===== src/rtl/multdiv_sequencer.sv =====
// Control sequencer for the shared iterative multiply/divide datapath.
// Optional abort-on-new-start behaviour is enabled by defining MULTDIV_ABORT_EN.
module multdiv_sequencer #(
  parameter int MULT_STEPS = 16,
  parameter int DIV_STEPS  = 32,
  parameter int CNT_W      = 6
) (
  input  logic             clk,
  input  logic             clr,
  input  logic             ctrl_MULT,
  input  logic             ctrl_DIV,
  input  logic             divisor_zero,
  input  logic             mult_ovf,
  output logic             load,
  output logic             mult_step,
  output logic             div_step,
  output logic [CNT_W-1:0] step_idx,
  output logic             last_step,
  output logic             busy,
  output logic             op_is_div,
  output logic             resultRDY,
  output logic             exception
);

  typedef enum logic [1:0] {
    S_IDLE = 2'd0,
    S_LOAD = 2'd1,
    S_RUN  = 2'd2,
    S_DONE = 2'd3
  } state_t;

`ifdef MULTDIV_ABORT_EN
  localparam logic ABORT_EN = 1'b1;
`else
  localparam logic ABORT_EN = 1'b0;
`endif

  localparam logic [CNT_W-1:0] MULT_LAST = CNT_W'(MULT_STEPS - 1);
  localparam logic [CNT_W-1:0] DIV_LAST  = CNT_W'(DIV_STEPS - 1);

  state_t           state;
  state_t           state_nxt;
  logic [CNT_W-1:0] cnt;
  logic [CNT_W-1:0] cnt_nxt;
  logic             op_div;
  logic             op_div_nxt;
  logic             dz_exc;
  logic             dz_exc_nxt;
  logic             start;
  logic             start_div;
  logic             at_last;

  // Multiply has priority when both start pulses arrive together.
  assign start     = ctrl_MULT | ctrl_DIV;
  assign start_div = ctrl_DIV & ~ctrl_MULT;
  assign at_last   = (cnt == (op_div ? DIV_LAST : MULT_LAST));

  // State, counter and latched operation registers.
  always_ff @(posedge clk) begin
    if (clr) begin
      state  <= S_IDLE;
      cnt    <= {CNT_W{1'b0}};
      op_div <= 1'b0;
      dz_exc <= 1'b0;
    end else begin
      state  <= state_nxt;
      cnt    <= cnt_nxt;
      op_div <= op_div_nxt;
      dz_exc <= dz_exc_nxt;
    end
  end

  // Next-state and counter logic; counter is zero everywhere except RUN.
  always_comb begin
    state_nxt  = state;
    cnt_nxt    = {CNT_W{1'b0}};
    op_div_nxt = op_div;
    dz_exc_nxt = dz_exc;
    case (state)
      S_IDLE: begin
        if (start) begin
          state_nxt  = S_LOAD;
          op_div_nxt = start_div;
          dz_exc_nxt = 1'b0;
        end else begin
          state_nxt = S_IDLE;
        end
      end
      S_LOAD: begin
        if (ABORT_EN && start) begin
          state_nxt  = S_LOAD;
          op_div_nxt = start_div;
          dz_exc_nxt = 1'b0;
        end else if (op_div && divisor_zero) begin
          state_nxt  = S_DONE;
          dz_exc_nxt = 1'b1;
        end else begin
          state_nxt = S_RUN;
        end
      end
      S_RUN: begin
        if (ABORT_EN && start) begin
          state_nxt  = S_LOAD;
          op_div_nxt = start_div;
          dz_exc_nxt = 1'b0;
        end else if (at_last) begin
          state_nxt = S_DONE;
        end else begin
          state_nxt = S_RUN;
          cnt_nxt   = cnt + CNT_W'(1);
        end
      end
      S_DONE: begin
        if (start) begin
          state_nxt  = S_LOAD;
          op_div_nxt = start_div;
          dz_exc_nxt = 1'b0;
        end else begin
          state_nxt  = S_IDLE;
          op_div_nxt = 1'b0;
          dz_exc_nxt = 1'b0;
        end
      end
      default: begin
        state_nxt  = S_IDLE;
        op_div_nxt = 1'b0;
        dz_exc_nxt = 1'b0;
      end
    endcase
  end

  // Output decode from registered state; only exception sees an input (mult_ovf).
  always_comb begin
    load      = 1'b0;
    mult_step = 1'b0;
    div_step  = 1'b0;
    last_step = 1'b0;
    busy      = 1'b0;
    resultRDY = 1'b0;
    exception = 1'b0;
    step_idx  = cnt;
    op_is_div = op_div;
    case (state)
      S_IDLE: begin
        busy = 1'b0;
      end
      S_LOAD: begin
        load = 1'b1;
        busy = 1'b1;
      end
      S_RUN: begin
        mult_step = ~op_div;
        div_step  = op_div;
        last_step = at_last;
        busy      = 1'b1;
      end
      S_DONE: begin
        resultRDY = 1'b1;
        exception = op_div ? dz_exc : mult_ovf;
      end
      default: begin
        busy = 1'b0;
      end
    endcase
  end

endmodule


===== config.mk =====
export PLATFORM = sky130hd
export DESIGN_NAME = multdiv_sequencer
export DESIGN_NICKNAME = d
export VERILOG_FILES = /design/src/rtl/multdiv_sequencer.sv
export SDC_FILE = /design/constraint.sdc
export NUM_CORES = 1
export LEC_CHECK = 0
export ABC_CLOCK_PERIOD_IN_PS = 3720
export BUFFER_PORTS_ARGS = -buffer_cell sky130_fd_sc_hd__buf_2
export CORE_AREA = 3 3 40 42
export DETAILED_ROUTE_END_ITERATION = 16
export DIE_AREA = 0 0 43 45
export HOLD_SLACK_MARGIN = 0.12
export PLACE_DENSITY = 0.69
export SYNTH_ARGS = -nofsm -noshare
export SYNTH_HDL_FRONTEND = slang
export SYNTH_SLANG_ARGS = --single-unit
export TNS_END_PERCENT = 5

===== constraint.sdc =====
create_clock -name clk -period 3.72 [get_ports clk]
set_clock_uncertainty 0.2 [all_clocks]
set_input_delay 0.744 -clock clk [delete_from_list [all_inputs] [get_ports clk]]
set_output_delay 0.744 -clock clk [all_outputs]
set_load 0.02 [all_outputs]

# Word level (Yosys, flattened, before mapping)
# Cells that the tools add are included.
dict set report word_totals {
  ramBits 0
  output_inout_bits 14
  regBits 10
  mem_bits_ro 0
  elab_cells 44
  memories 0
  latch_bits 0
  in_bits 6
}
dict set report classes {
  add_sub_neg 1
  bitwise_logic 5
  reduce_logical 9
  div 0
  magnitude_cmp 0
  n_shift 0
  mul 0
  n_mux 19
  n_eq_ne 6
}
# op count
set op_table {}
lappend op_table {{$mux W1} 15}
lappend op_table {{$add A6 B1 Y6 const B} 1}
lappend op_table {{$eq A6 B5 Y1} 1}
lappend op_table {{$pmux W2 S3} 1}
lappend op_table {{$mux W5} 1}
lappend op_table {{$eq A2 B2 Y1 const B} 2}
lappend op_table {{$ne A2 B2 Y1 const B} 2}
lappend op_table {{$reduce_or A2 Y1} 2}
lappend op_table {{$not A1 Y1} 3}
lappend op_table {{$pmux W1 S3} 1}
lappend op_table {{$reduce_and A3 Y1} 1}
lappend op_table {{$reduce_bool A3 Y1} 1}
lappend op_table {{$reduce_or A3 Y1} 1}
lappend op_table {{$eq A2 B1 Y1 const B} 1}
lappend op_table {{$logic_not A2 Y1} 1}
lappend op_table {{$pmux W1 S2} 1}
lappend op_table {{$reduce_and A2 Y1} 1}
lappend op_table {{$reduce_bool A2 Y1} 1}
lappend op_table {{$and A1 B1 Y1} 1}
lappend op_table {{$logic_and A1 B1 Y1} 1}
lappend op_table {{$or A1 B1 Y1} 1}

# Longest topological paths before layout
# Gate-level depths: netlist of the first run.
dict set report depth {
  ltp_word 4
  depth_mapped 5
  depth_no_buf 5
}

# Worst setup path before layout of the first run
# Ideal clock, no wire load.
dict set report synth_timing {
  kind {register to output}
  from {register cnt[0], in the netlist step_idx[0]}
  to {output last_step}
  path_stages_with_launch 4
  path_slack_ps 1351
  required_ps 2776
  t_arrival_ps 1425
  cell_sequence {dfxtp_1 -> ha_1 -> nand3_1 -> nor4b_2}
}
dict set report synth_between {
  elab_chain_cells 2
}
# item line
set synth_lines {}
lappend synth_lines {{start: declaration} 43} ;# logic [CNT_W-1:0] cnt;
lappend synth_lines {{start signal: assignment} 62} ;# cnt <= {CNT_W{1'b0}};
lappend synth_lines {{start signal: assignment} 67} ;# cnt <= cnt_nxt;
lappend synth_lines {{$eq A6 B5 Y1} 56} ;# assign at_last = (cnt == (op_div ? DIV_LAST : MULT_LAST));
lappend synth_lines {{$mux W1} 143} ;# case (state)
lappend synth_lines {{end: declaration} 18} ;# output logic last_step,
# No other way between the ends.

# Worst setup path in the final report of the first run
# Same ends and word-level chain as after synthesis.

==> impl_metrics.py, run 1 <==
metrics = {
    "critical_path": {
        "critPathTopFamily": "simple AND/OR/NAND/NOR gates",
        "critPathBufInv": 1,
        "crit_path_cell_trace": "ha_1 > nand3_1 > nor4b_2 > buf_2",
        "crit_fanout": 5,
        "start_kind": "flip-flop",
        "crit_required_ns": 2.78,
        "slowest_stage": "dfxtp_1",
        "cpPeakStageDelay_ns": 0.39,
        "r2r_setup_slack_ns": 2.07,
        "path_class": "flip-flop to output pin",
        "cp.arrival_ns": 1.60,
        "cp-end-kind": "output pin",
    },
    "grt": {
        "grt_pass1_wl_um": 1814,
        "grt_pass1_vias": 435,
        "antenna_found_initial": 0,
        "grt.total_usage_pct": 12.70,
        "grt_max_degree": 8,
        "overflow": 0,
    },
    "final_layout": {
        "regArea_um2": 200.2,
        "drive_gt1_share_pct": 34.62,
        "antenna_cells": 0,
        "area_growth_pct": 25.83,
        "fill_cells": 128,
        "stdcell_count": 93,
        "multi_input_area_um2": 309.0,
        "nNetsFinal": 91,
    },
    "worst_hold_path": {
        "hold_class": "flip-flop to flip-flop",
    },
    "sta": {
        "slew_violations": 0,
        "setup_violations": 0,
        "fin_crit_ns": 2.545,
        "slew_headroom_pct": 69.77,
        "tightestPinTransition_ns": 0.4508,
        "hold_slack_ns": 0.2652,
        "rsz0062_at_grt": "false",
        "fin_setup_tns_ns": 0,
        "clock.fmax_mhz": 392.9,
        "fin_crit_sh_pct": 68.43,
        "hold_viol_final": 0,
    },
    "yosys": {
        "ys_warn_count": 0,
        "synth_commonest_cells": "dfxtp_1, nor2_1, ha_1, inv_1",
        "ys_seq_area_share_pct": 37.91,
        "synthCells": 56,
        "syn_nets": 67,
        "async_flop_share_pct": 0,
        "synth_area_leader_cell": "dfxtp_1",
        "synth_cell_type_count": 22,
        "ys_ff_latch": 10,
        "syn_avg_cell_area_um2": 9.429,
        "synth_most_common_cell": "dfxtp_1",
        "synth-main-ff-cell": "dfxtp_1",
        "synth_area_leaders": "dfxtp_1, ha_1, xor2_1",
        "synth_edf_count": 0,
        "yosys.area.top_type_share_pct": 37.91,
        "syn-cell-area_um2": 528.0,
    },
    "die": {
        "die_w_um": 43,
        "initial_core_util_pct": 41.09,
        "dieHeight_um": 45,
        "io_pins": 20,
        "die-area_um2": 1935,
        "num_rows": 13,
        "core_region_area_um2": 1285,
    },
    "detailed_routing": {
        "routed-via-count": 443,
        "ant_nets": 0,
        "wl_per_cell_um": 11.45,
        "drt_iter0_drc": 1,
        "route.detailed.drc": 0,
        "firstDrtPassIters": 2,
        "drt-total-wl_um": 1065,
        "vias_per_cell": 4.763,
    },
    "clock_tree": {
        "cts-root-buf": "clkbuf_4",
        "clkSinkCount": 10,
        "cts_setup_buffers": 0,
        "h-tree-depth": 1,
        "clk_pin_slew_worst_paths_ns": 0.07,
        "cts_hold_buf": 0,
        "clock_latency_ns": 0.26,
        "ctsLongestPathBuffers": 2,
        "cts_tree": "yes",
        "cts-buffers-inserted": 3,
        "post_cts_resized": 0,
    },
    "power": {
        "p_sw_share_pct": 40.56,
        "p_leak_nw": 0.3196,
        "power_frac_seq_pct": 35.1,
        "p_sw_mw": 0.1635,
        "power.ir.vdd_worst_mv": 0.2345,
        "p_int_mw": 0.2396,
        "clkPwrFrac_pct": 18.5,
        "comb_power_share_pct": 46.5,
        "powerDensity_nw_per_um2": 606.7,
    },
    "job": {
        "cap_viol_max_count": 0,
    },
    "outcome": {
        "status": "complete, no violations",
    },
    "placed_design": {
        "port_buffers": 19,
        "dp_cells": 90,
        "gp_congestion": 0.7067,
    },
}
[worst paths after layout]
kind          startpoint          end  cells past startpoint
max reg2reg  step_idx[0]  step_idx[3]                      4
max          step_idx[0]    last_step                      4
min               dz_exc       dz_exc                      2
min reg2reg       dz_exc       dz_exc                      2
[sequential cells by signal (all words and copies together), names as in the netlist]
signal,cells
dz_exc,1
op_is_div,1
state,2
step_idx,6
[stage by stage]
step	instance area (um^2)	util, %	setup WS, ns	total power, mW
after floorplan	528.0	-	1.351	0.2864
after global placement	641.9	49.95	1.507	0.3299
after detailed placement	641.9	49.95	1.460	0.3328
after CTS	664.4	51.70	1.149	0.4093
after global routing	664.4	51.70	1.051	0.4313
final	664.4	51.70	1.175	0.4031
[routing by layer]
layer	track usage, %	share of wire, %	vias to the layer above
met5	0	0	-
met4	10.84	1.1	0
met3	2.390	4.5	2
met2	20.36	48	8
met1	14.60	46	193
li1	-	-	240
[worst reg2reg max path, stage by stage (launching register included)]
cell and delay (ns):
dfxtp_1 0.39, ha_1 0.20, nand3_1 0.18, o31ai_2 0.47, nor2_1 0.09
[placed cells by master, fill, tap and decap left out, drive strengths merged]
master   n
buf     19
dfxtp   10
nor2     6
inv      5
ha       5
xor2     4
nand3    3
nor2b    3
nand2    3
a21oi    3
clkbuf   3
mux2i    2
a211oi   2
and2     2
nor4b    1
and2b    1
o31ai    1
o31a     1
o211ai   1
a211o    1
o21ai    1
or3      1
[power by group through the flow]
stage / Combinational, mW / Sequential [mW] / Clock [mW]
after CTS: 0.189 / 0.142 / 0.0781
final: 0.187 / 0.141 / 0.0744
after global routing: 0.207 / 0.144 / 0.0812
after detailed placement: 0.189 / 0.144 / 0
after floorplan: 0.140 / 0.147 / 0
after global placement: 0.187 / 0.143 / 0
[cells by family after synthesis]
family / count (synthesis) / synth area share (%)
AND/OR/NAND/NOR: 20 / 21.09
AO/OA/AOI/OAI: 10 / 13.74
flip-flops: 10 / 37.91
buffers and inverters: 5 / 3.555
adder cells (fa/ha/maj): 5 / 11.85
XOR/XNOR: 4 / 8.059
multiplexers: 2 / 3.792
[area by class of cell]
type                    instances  share of cell area (%)
clock buffers                   3                   3.390
multi-input cells              41                   46.52
inverters                       5                   2.825
repair buffers                 19                   14.31
well taps                      15                   2.825
flip-flops and latches         10                   30.13
Note: power is estimated with default switching activity, not from simulation.
==> run 2, diff against run 1 <==
- ABC_CLOCK_PERIOD_IN_PS: 3720 -> 2300
- PLACE_DENSITY: 0.69 -> 0.71
- clock period: 3.72 -> 2.3 ns (I/O delays scaled with it)
==> impl_metrics.py, run 2 (synthesized netlist as in run 1, its figures left out) <==
metrics = {
    "final_layout": {
        "final_cell_area_um2": 680.7,
        "antenna_cells": 0,
        "largest_reg_flops": 6,
        "mostFrequentLayoutCell": "buf_2",
        "multi_input_area_um2": 309.0,
        "regArea_um2": 200.2,
        "drive_gt1_share_pct": 35.44,
        "fill_cells": 128,
        "nNetsFinal": 91,
        "area_growth_pct": 28.91,
        "layout_common_cells": "buf_2, dfxtp_1, nor2_1",
    },
    "sta": {
        "fin_setup_tns_ns": 0,
        "slew_headroom_pct": 73.01,
        "hold_viol_final": 0,
        "tightestPinTransition_ns": 0.4024,
        "slew_violations": 0,
        "fin_crit_ns": 2.173,
        "setup_violations": 0,
        "clock.fmax_mhz": 460.2,
        "rsz0062_at_grt": "false",
        "fin_crit_sh_pct": 94.48,
    },
    "grt": {
        "overflow": 0,
        "grt_max_degree": 8,
        "grt.total_usage_pct": 12.32,
        "antenna_found_initial": 0,
        "grt_pass1_vias": 408,
        "grt_pass1_wl_um": 1662,
    },
    "die": {
        "die_w_um": 43,
        "dieHeight_um": 45,
        "initial_core_util_pct": 41.09,
        "io_pins": 20,
        "num_rows": 13,
        "die-area_um2": 1935,
        "core_region_area_um2": 1285,
    },
    "placed_design": {
        "port_buffers": 19,
        "place_hpwl_um": 805.3,
        "placed_cell_area_um2": 641.9,
        "gp_congestion": 0.7675,
    },
    "critical_path": {
        "start_kind": "flip-flop",
        "critPathTopFamily": "simple AND/OR/NAND/NOR gates",
        "path_class": "flip-flop to output pin",
        "cp-end-kind": "output pin",
        "cp.arrival_ns": 1.51,
        "crit_required_ns": 1.64,
        "cpPeakStageDelay_ns": 0.38,
        "critPathBufInv": 1,
        "slowest_stage": "dfxtp_1",
        "crit_fanout": 5,
        "crit_path_cell_trace": "ha_1 > nand3_1 > nor4b_2 > buf_4",
    },
    "clock_tree": {
        "cts_tree": "yes",
        "h-tree-depth": 1,
        "cts-buffers-inserted": 3,
        "cts-root-buf": "clkbuf_4",
        "ctsLongestPathBuffers": 2,
        "clock_latency_ns": 0.26,
        "cts_hold_buf": 0,
        "clk_pin_slew_worst_paths_ns": 0.07,
        "cts_setup_buffers": 0,
        "clkSinkCount": 10,
    },
    "detailed_routing": {
        "firstDrtPassIters": 4,
        "drt-total-wl_um": 1009,
        "routed-via-count": 451,
        "route.detailed.drc": 0,
        "vias_per_cell": 4.798,
        "drt_iter0_drc": 5,
        "wl_per_cell_um": 10.73,
        "ant_nets": 0,
    },
    "power": {
        "p_int_mw": 0.4233,
        "power.ir.vdd_worst_mv": 0.4826,
        "p_sw_share_pct": 38.46,
        "clkPwrFrac_pct": 22.7,
        "p_sw_mw": 0.2646,
        "power_frac_seq_pct": 33.0,
        "comb_power_share_pct": 44.3,
        "powerDensity_nw_per_um2": 1011,
        "p_leak_nw": 0.3266,
    },
    "worst_hold_path": {
        "hold_class": "primary input to flip-flop",
    },
    "job": {
        "cap_viol_max_count": 0,
    },
    "outcome": {
        "status": "complete, no violations",
    },
}
[run 2: area by class of cell]
cell class              count  area share (%)
well taps                  15           2.757
multi-input cells          41           45.40
inverters                   5           2.757
flip-flops and latches     10           29.41
clock buffers               4           5.331
repair buffers             19           14.34
[run 2: metrics by stage]
step	cells	total power, mW	worst slack, ns	utilization (%)	hold WS, ns
CTS	94	0.7015	0.06436	52.78	0.2001
finish	94	0.6879	0.1269	52.97	0.2154
global route	94	0.7444	0.004815	52.97	0.2210
floorplan	56	0.4632	0.2153	-	0.2250
global placement	90	0.5338	0.3809	49.95	0.2553
detailed placement	90	0.5389	0.3647	49.95	0.2487
[run 2: path summary, 6_finish.rpt]
path / startpoint / endpoint / slack, ns / depth (start not counted)
hold / removal: clr / dz_exc / 0.22 / 2
hold reg to reg: dz_exc / dz_exc / 0.26 / 2
setup / recovery: step_idx[0] / last_step / 0.13 / 4
setup reg to reg: step_idx[0] / step_idx[3] / 0.70 / 4
[run 2: per-layer routing]
| layer | GRT usage (%) | share of wire (%) | wire length [um] |
|---|---|---|---|
| met1 | 13.02 | 44 | 444 |
| met4 | 12.65 | 2.6 | 26 |
| met5 | 0 | 0 | 0 |
| met2 | 19.16 | 50 | 501 |
| met3 | 3.586 | 3.8 | 38 |
[run 2: power groups by stage]
stage               sequential, mW  combinational [mW]  clock [mW]
floorplan                    0.237               0.226           0
global placement             0.231               0.303           0
detailed placement           0.231               0.308           0
CTS                          0.228               0.309       0.165
global route                 0.233               0.339       0.172
finish                       0.227               0.305       0.156
[run 2: worst register-to-register path, cell delays in order (launching register included)]
cell,delay [ns]
dfxtp_1,0.38
ha_1,0.20
nand3_1,0.17
o31ai_2,0.43
nor2_1,0.09
[run 2: timing repair]
item	in CTS	in global routing
hold endpoints to repair	0	0
endpoints found under the setup margin	0	1
gates resized for setup	0	1
